$ cat src/rtl/truth_table_sweeper.sv
// truth_table_sweeper: drives every {a,b,c} input combination into a
// 3-input function, holds each vector SETTLE cycles, and captures f into an
// 8-bit truth table (bit i = f for {a,b,c} = i).
// `table` is a reserved word, so the captured table port is named ttable.
// Optional feature: define SWEEP_COMPARE_EN to add the expected/match
// comparator against a reference table.
module truth_table_sweeper #(
   parameter int SETTLE = 2
) (
   input  logic       clk,
   input  logic       reset,
   input  logic       start,
   input  logic       f,
   output logic       a,
   output logic       b,
   output logic       c,
   output logic       busy,
   output logic       done,
   output logic [7:0] ttable
`ifdef SWEEP_COMPARE_EN
   ,
   input  logic [7:0] expected,
   output logic       match
`endif
);

   typedef enum logic [1:0] {IDLE, RUN, DONE} state_t;

   localparam logic [3:0] CNT_LAST = 4'(SETTLE - 1);

   state_t     state, state_nxt;
   logic [2:0] idx;
   logic [3:0] cnt;
   logic       settled;
   logic [7:0] cap;

   assign settled = (cnt == CNT_LAST);

   // State register; reset overrides everything.
   always_ff @(posedge clk) begin
      if (reset) state <= IDLE;
      else       state <= state_nxt;
   end

   // Next-state: start only matters in IDLE, DONE always falls back to IDLE.
   always_comb begin
      state_nxt = state;
      case (state)
         IDLE:    if (start) state_nxt = RUN;
         RUN:     if (settled && idx == 3'd7) state_nxt = DONE;
         DONE:    state_nxt = IDLE;
         default: state_nxt = IDLE;
      endcase
   end

   // Table as it will look after the current vector is captured; the
   // comparator uses this so the last bit counts on the RUN->DONE edge.
   always_comb begin
      cap      = ttable;
      cap[idx] = f;
   end

   // Vector index, settle counter and table capture.
   always_ff @(posedge clk) begin
      if (reset) begin
         idx    <= '0;
         cnt    <= '0;
         ttable <= '0;
      end else begin
         case (state)
            IDLE: if (start) begin
               idx    <= '0;
               cnt    <= '0;
               ttable <= '0;
            end
            RUN: if (settled) begin
               ttable <= cap;
               cnt    <= '0;
               if (idx != 3'd7) idx <= idx + 3'd1;
            end else begin
               cnt <= cnt + 4'd1;
            end
            default: ;
         endcase
      end
   end

`ifdef SWEEP_COMPARE_EN
   // Compare result: loaded on the final capture, cleared by the next start.
   always_ff @(posedge clk) begin
      if (reset)
         match <= 1'b0;
      else if (state == IDLE && start)
         match <= 1'b0;
      else if (state == RUN && settled && idx == 3'd7)
         match <= (cap == expected);
   end
`endif

   // Outputs decoded from registered state only; f never reaches them.
   assign {a, b, c} = (state == RUN) ? idx : 3'b000;
   assign busy      = (state == RUN);
   assign done      = (state == DONE);

endmodule

$ cat config.mk
export PLATFORM = sky130hd
export DESIGN_NAME = truth_table_sweeper
export DESIGN_NICKNAME = d
export VERILOG_FILES = /design/src/rtl/truth_table_sweeper.sv
export SDC_FILE = /design/constraint.sdc
export NUM_CORES = 1
export LEC_CHECK = 0
export ABC_CLOCK_PERIOD_IN_PS = 1900
export CAP_MARGIN = 40
export CORE_ASPECT_RATIO = 0.9
export CORE_MARGIN = 5
export CORE_UTILIZATION = 52
export DETAILED_ROUTE_END_ITERATION = 8
export PLACE_DENSITY = 0.78
export SYNTH_ARGS = -nofsm -noshare
export SYNTH_HDL_FRONTEND = slang
export SYNTH_SLANG_ARGS = --single-unit
$ cat constraint.sdc
create_clock -name clk -period 1.9 [get_ports clk]
set_input_delay 0.19 -clock clk [delete_from_list [all_inputs] [get_ports clk]]
set_output_delay 0.19 -clock clk [all_outputs]
set_load 0.01 [all_outputs]
Yosys cells after proc, flatten, opt, wreduce, memory -nomap -nowiden
Cells that the tools add are included.
{ "classes": {"add_sub_neg": 2, "order_cmp": 2, "n_eq_ne": 9, "n_mux": 17, "n_reduce_logical": 8} }
{ "op_table": {"columns": ["op", "n"], "rows": [
  ["$mux W8", 2],
  ["$pmux W8 S2", 1],
  ["$mux W3", 4],
  ["$bwmux W8", 1],
  ["$mux W4", 2],
  ["$pmux W4 S2", 1],
  ["$ne A2 B1 Y1 const B", 3],
  ["$pmux W3 S2", 1],
  ["$add A4 B1 Y4 const B", 1],
  ["$eq A4 B1 Y1 const B", 1],
  ["$lt A3 B4 Y1 const B", 1],
  ["$mux W2", 2],
  ["$pmux W2 S2", 1],
  ["$reduce_and A2 Y1", 2],
  ["$reduce_and A4 Y1", 1],
  ["$add A3 B1 Y3 const B", 1],
  ["$demux W1 S3", 1],
  ["$eq A3 B3 Y1 const B", 1],
  ["$ge A3 B1 Y1 const B", 1],
  ["$ne A3 B3 Y1 const B", 1],
  ["$reduce_and A3 Y1", 1],
  ["$eq A2 B1 Y1 const B", 1],
  ["$eq A2 B2 Y1 const B", 1],
  ["$logic_and A1 B1 Y1", 2],
  ["4 further kinds", 4]
]} }
{ "word_totals": {"regBits": 17, "input_bits": 4, "out_inout_bits": 13, "elab_cells": 42} }

Depth between registers and ports, before layout
Gate-level depths: netlist of run 1.
{ "depth": {"word_depth": 7, "mapped_depth": 6, "depth_no_buf": 5} }

Worst setup path before layout of run 1
No wires, ideal clock.
{ "synth_timing": {"path_type": "register to register", "startpoint": "register cnt[0]", "endpoint": "register idx[0]", "setup_time_ns": 0.072, "arrival_time_ns": 1.553, "required_ns": 1.828, "setup_slack_ns": 0.275, "path_stages_with_launch": 6, "path_buffers": 1, "period_less_slack_ns": 1.625, "cell_sequence": "dfxtp_1 -> ha_1 -> or3b_1 -> buf_6 -> a221oi_4 -> mux2i_1"} }
{ "synth_between": {"elab_chain_len": 3} }
{ "synth_lines": {"columns": ["element", "line_no", "rtl"], "rows": [
  ["from (decl)", "33", "logic [3:0] cnt;"],
  ["from (signal assigned)", "81", "cnt <= cnt + 4'd1;"],
  ["$eq A4 B1 Y1", "37", "assign settled = (cnt == CNT_LAST);"],
  ["$ne A2 B1 Y1 (no source line)", null, null],
  ["$reduce_and A4 Y1 (no source line)", null, null],
  ["to (signal assigned)", "79", "if (idx != 3'd7) idx <= idx + 3'd1;"],
  ["to (decl)", "32", "logic [2:0] idx;"]
]} }
No other way between the ends.
A chain may end at the register's enable or synchronous reset.

Worst setup path in the final report of run 1
{ "layout_timing": {"startpoint": "register state[1]", "endpoint": "output a"} }
{ "layout_between": {"elab_chain_len": 2} }
{ "layout_lines": {"columns": ["element", "line_no", "rtl"], "rows": [
  ["from (decl)", "31", "state_t state, state_nxt;"],
  ["from (signal assigned)", "42", "else state <= state_nxt;"],
  ["$eq A2 B1 Y1", "101", "assign {a, b, c} = (state == RUN) ? idx : 3'b000;"],
  ["$mux W3", "101", null],
  ["to (decl)", "14", "output logic a,"]
]} }
No other way between the ends.

==> metrics.yaml, run 1 <==
antenna_found_initial: 0
p_total_w: 0.000716
grt_pass1_vias: 853
dieHeight_um: 53.0
finalSetupViolations: 0
cap_violations: 0
grt_max_degree: 17
hold_path_class: "reg2reg"
crit_arrival_ns: 1.59
drt_iter0_drc: 26
power.leakage_nw: 0.433
yosysSeqAreaShare: 0.319
drt-total-wl_um: 2270
rsz0062_at_grt: "no"
cp-start-kind: "register"
worstPathRequired_ns: 1.71
endpoint_kind: "primary output"
vias_per_cell: 6.07
synth_fa_ha_area_frac: 0.0469
grt_pass1_wl_um: 3850
rows: 15
status: "complete, no violations"
synth_compound_area_frac: 0.218
slew_violations: 0
setup_tns_ns: 0
yosys_warnings: 0
synthDistinctLibCells: 41
num_vias: 916
grtUsageTotal: 0.165
io_pins: 17
dr.pass1.iters: 4
io_buffers: 16
clk_latency_ns: 0.29
nets: 135
p_per_area_nw_per_um2: 582
cts_buffer_depth: 2
synth.area.mux_share: 0.0282
synth_top_family_by_area: "simple AND/OR/NAND/NOR gates"
cts_hold_buf: 0
cts_setup_buffers: 0
syn_nets: 120
tightest_slew_ns: 0.416
clkTransAtPathRegs_ns: 0.10
routabilityCongestion: 0.773
syn_area_um2: 1070
numClockSinks: 17
max_freq_mhz: 561
wl_per_cell_um: 15.0
htree_levels: 1
synth-simple-area-share: 0.277
synth_edf_count: 0
start_util: 0.551
die-area_um2: 3060
drive_gt1_frac: 0.159
diodes: 0
critPathKind: "reg2out"
cts_tree: "built"
r2r_slack_ns: 0.18
synth-async-reset-ratio: 0
cp_max_fo: 5
synth-main-ff-cell: "dfxtp_1"
dieWidth_um: 57.7
layout_worst_path_cycle_share: 0.938
grt_overflow: 0
area_growth_pct: 15.4
clockRootBuffer: "clkbuf_4"
cts_resized: 0
place_hpwl_um: 1620
numCtsBuffers: 3
synth_xor_area_frac: 0
nFillCells: 172
finalHoldViolations: 0
syn_avg_cell_area_um2: 9.52
fin_crit_ns: 1.78
postRouteAntennaNets: 0
syn_inst: 112
ir_worst_vdd_uv: 379
finalClockSkew_ns: 0.00796
design.core.area_um2: 1930
max_slew_margin: 0.722
drc: 0
ys_seq_elements: 17
[per-layer routing]
metal,part of all wire,track usage
met1,0.48,0.199
met5,0,0
met2,0.45,0.274
met4,0.0093,0.0618
met3,0.066,0.0512
[Yosys cell counts (4+ instances only)]
cell | number | area (um2)
dfxtp_1 | 17 | 340
o32ai_1 | 7 | 61.3
nand2b_1 | 8 | 50.1
clkbuf_1 | 5 | 18.8
inv_1 | 6 | 22.5
ha_1 | 4 | 50.1
nand3b_1 | 5 | 37.5
a221oi_1 | 8 | 70.1
[report_power, final]
group	switching, W	internal, W
clock	0.000114	0.0000817
combinational	0.0000686	0.0000689
sequential	0.0000169	0.000366
[critical path, cell delays in order, from the launching register on]
cell and delay [ns]:
dfxtp_1 0.32, nand2b_2 0.19, inv_1 0.11, and2_1 0.14
clkdlybuf4s50_1 0.54
[flip-flops by register name (all words and copies together), names as in the netlist]
name / count
idx: 3
cnt: 4
state: 2
ttable: 8
[placed cells by master, fill, tap and decap left out, types with 2 or more instances in the layout]
cell type	synthesis	routed
nand2b_1	8	8
nand3_1	3	3
dfxtp_1	17	14
nor2b_1	2	2
and2_1	3	3
o32ai_1	7	7
nor3b_1	2	2
nor2_1	3	3
inv_1	6	6
ha_1	4	4
or3b_2	3	3
dfxtp_2	0	3
mux2i_1	3	3
clkdlybuf4s50_1	0	16
buf_4	0	5
nand2_1	3	3
or2b_2	2	2
clkbuf_4	0	3
a21oi_1	3	3
a221oi_1	8	8
nand3b_1	5	5
[through the flow]
step,utilization,instance area [um2],setup slack (ns),cells,hold slack (ns)
6_report,0.636,1230,0.119,151,0.483
4_1_cts,0.634,1230,0.0167,151,0.485
5_1_grt,0.636,1230,0.0212,151,0.515
3_5_place_dp,0.621,1200,0.209,147,0.469
2_1_floorplan,-,1070,0.275,112,0.403
3_3_place_gp,0.621,1200,0.296,147,0.463
[path summary, 6_finish.rpt]
kind | from | endpoint | cells after the start
worst max-delay path | state[1] | a | 4
worst min-delay path | ttable[2] | ttable[2] | 2
worst max register to register | cnt[0] | idx[0] | 4
worst min register to register | ttable[2] | ttable[2] | 2
[layout make-up]
cell class                      instances  area (um2)  area share
Clock buffer                            4        26.3      0.0214
Inverter                                6        22.5      0.0183
Multi-Input combinational cell         78         608       0.494
Sequential cell                        17         344       0.280
Tap cell                               25        31.3      0.0254
Timing Repair Buffer                   21         198       0.161
[cell families after synthesis]
| family | Yosys count |
|---|---|
| and+or+nand+nor | 44 |
| AOI/OAI and AO/OA | 27 |
| buffers and inverters | 17 |
| DFF | 17 |
| adders and majority gates | 4 |
| muxes | 3 |
Note: power is estimated with default switching activity, not from simulation.
==> run 2: changes to the inputs <==
GPL_ROUTABILITY_DRIVEN = 0   (was default)
==> results of run 2 <==
Same layout as run 1: the final DEF is identical, and so are final timing and power.
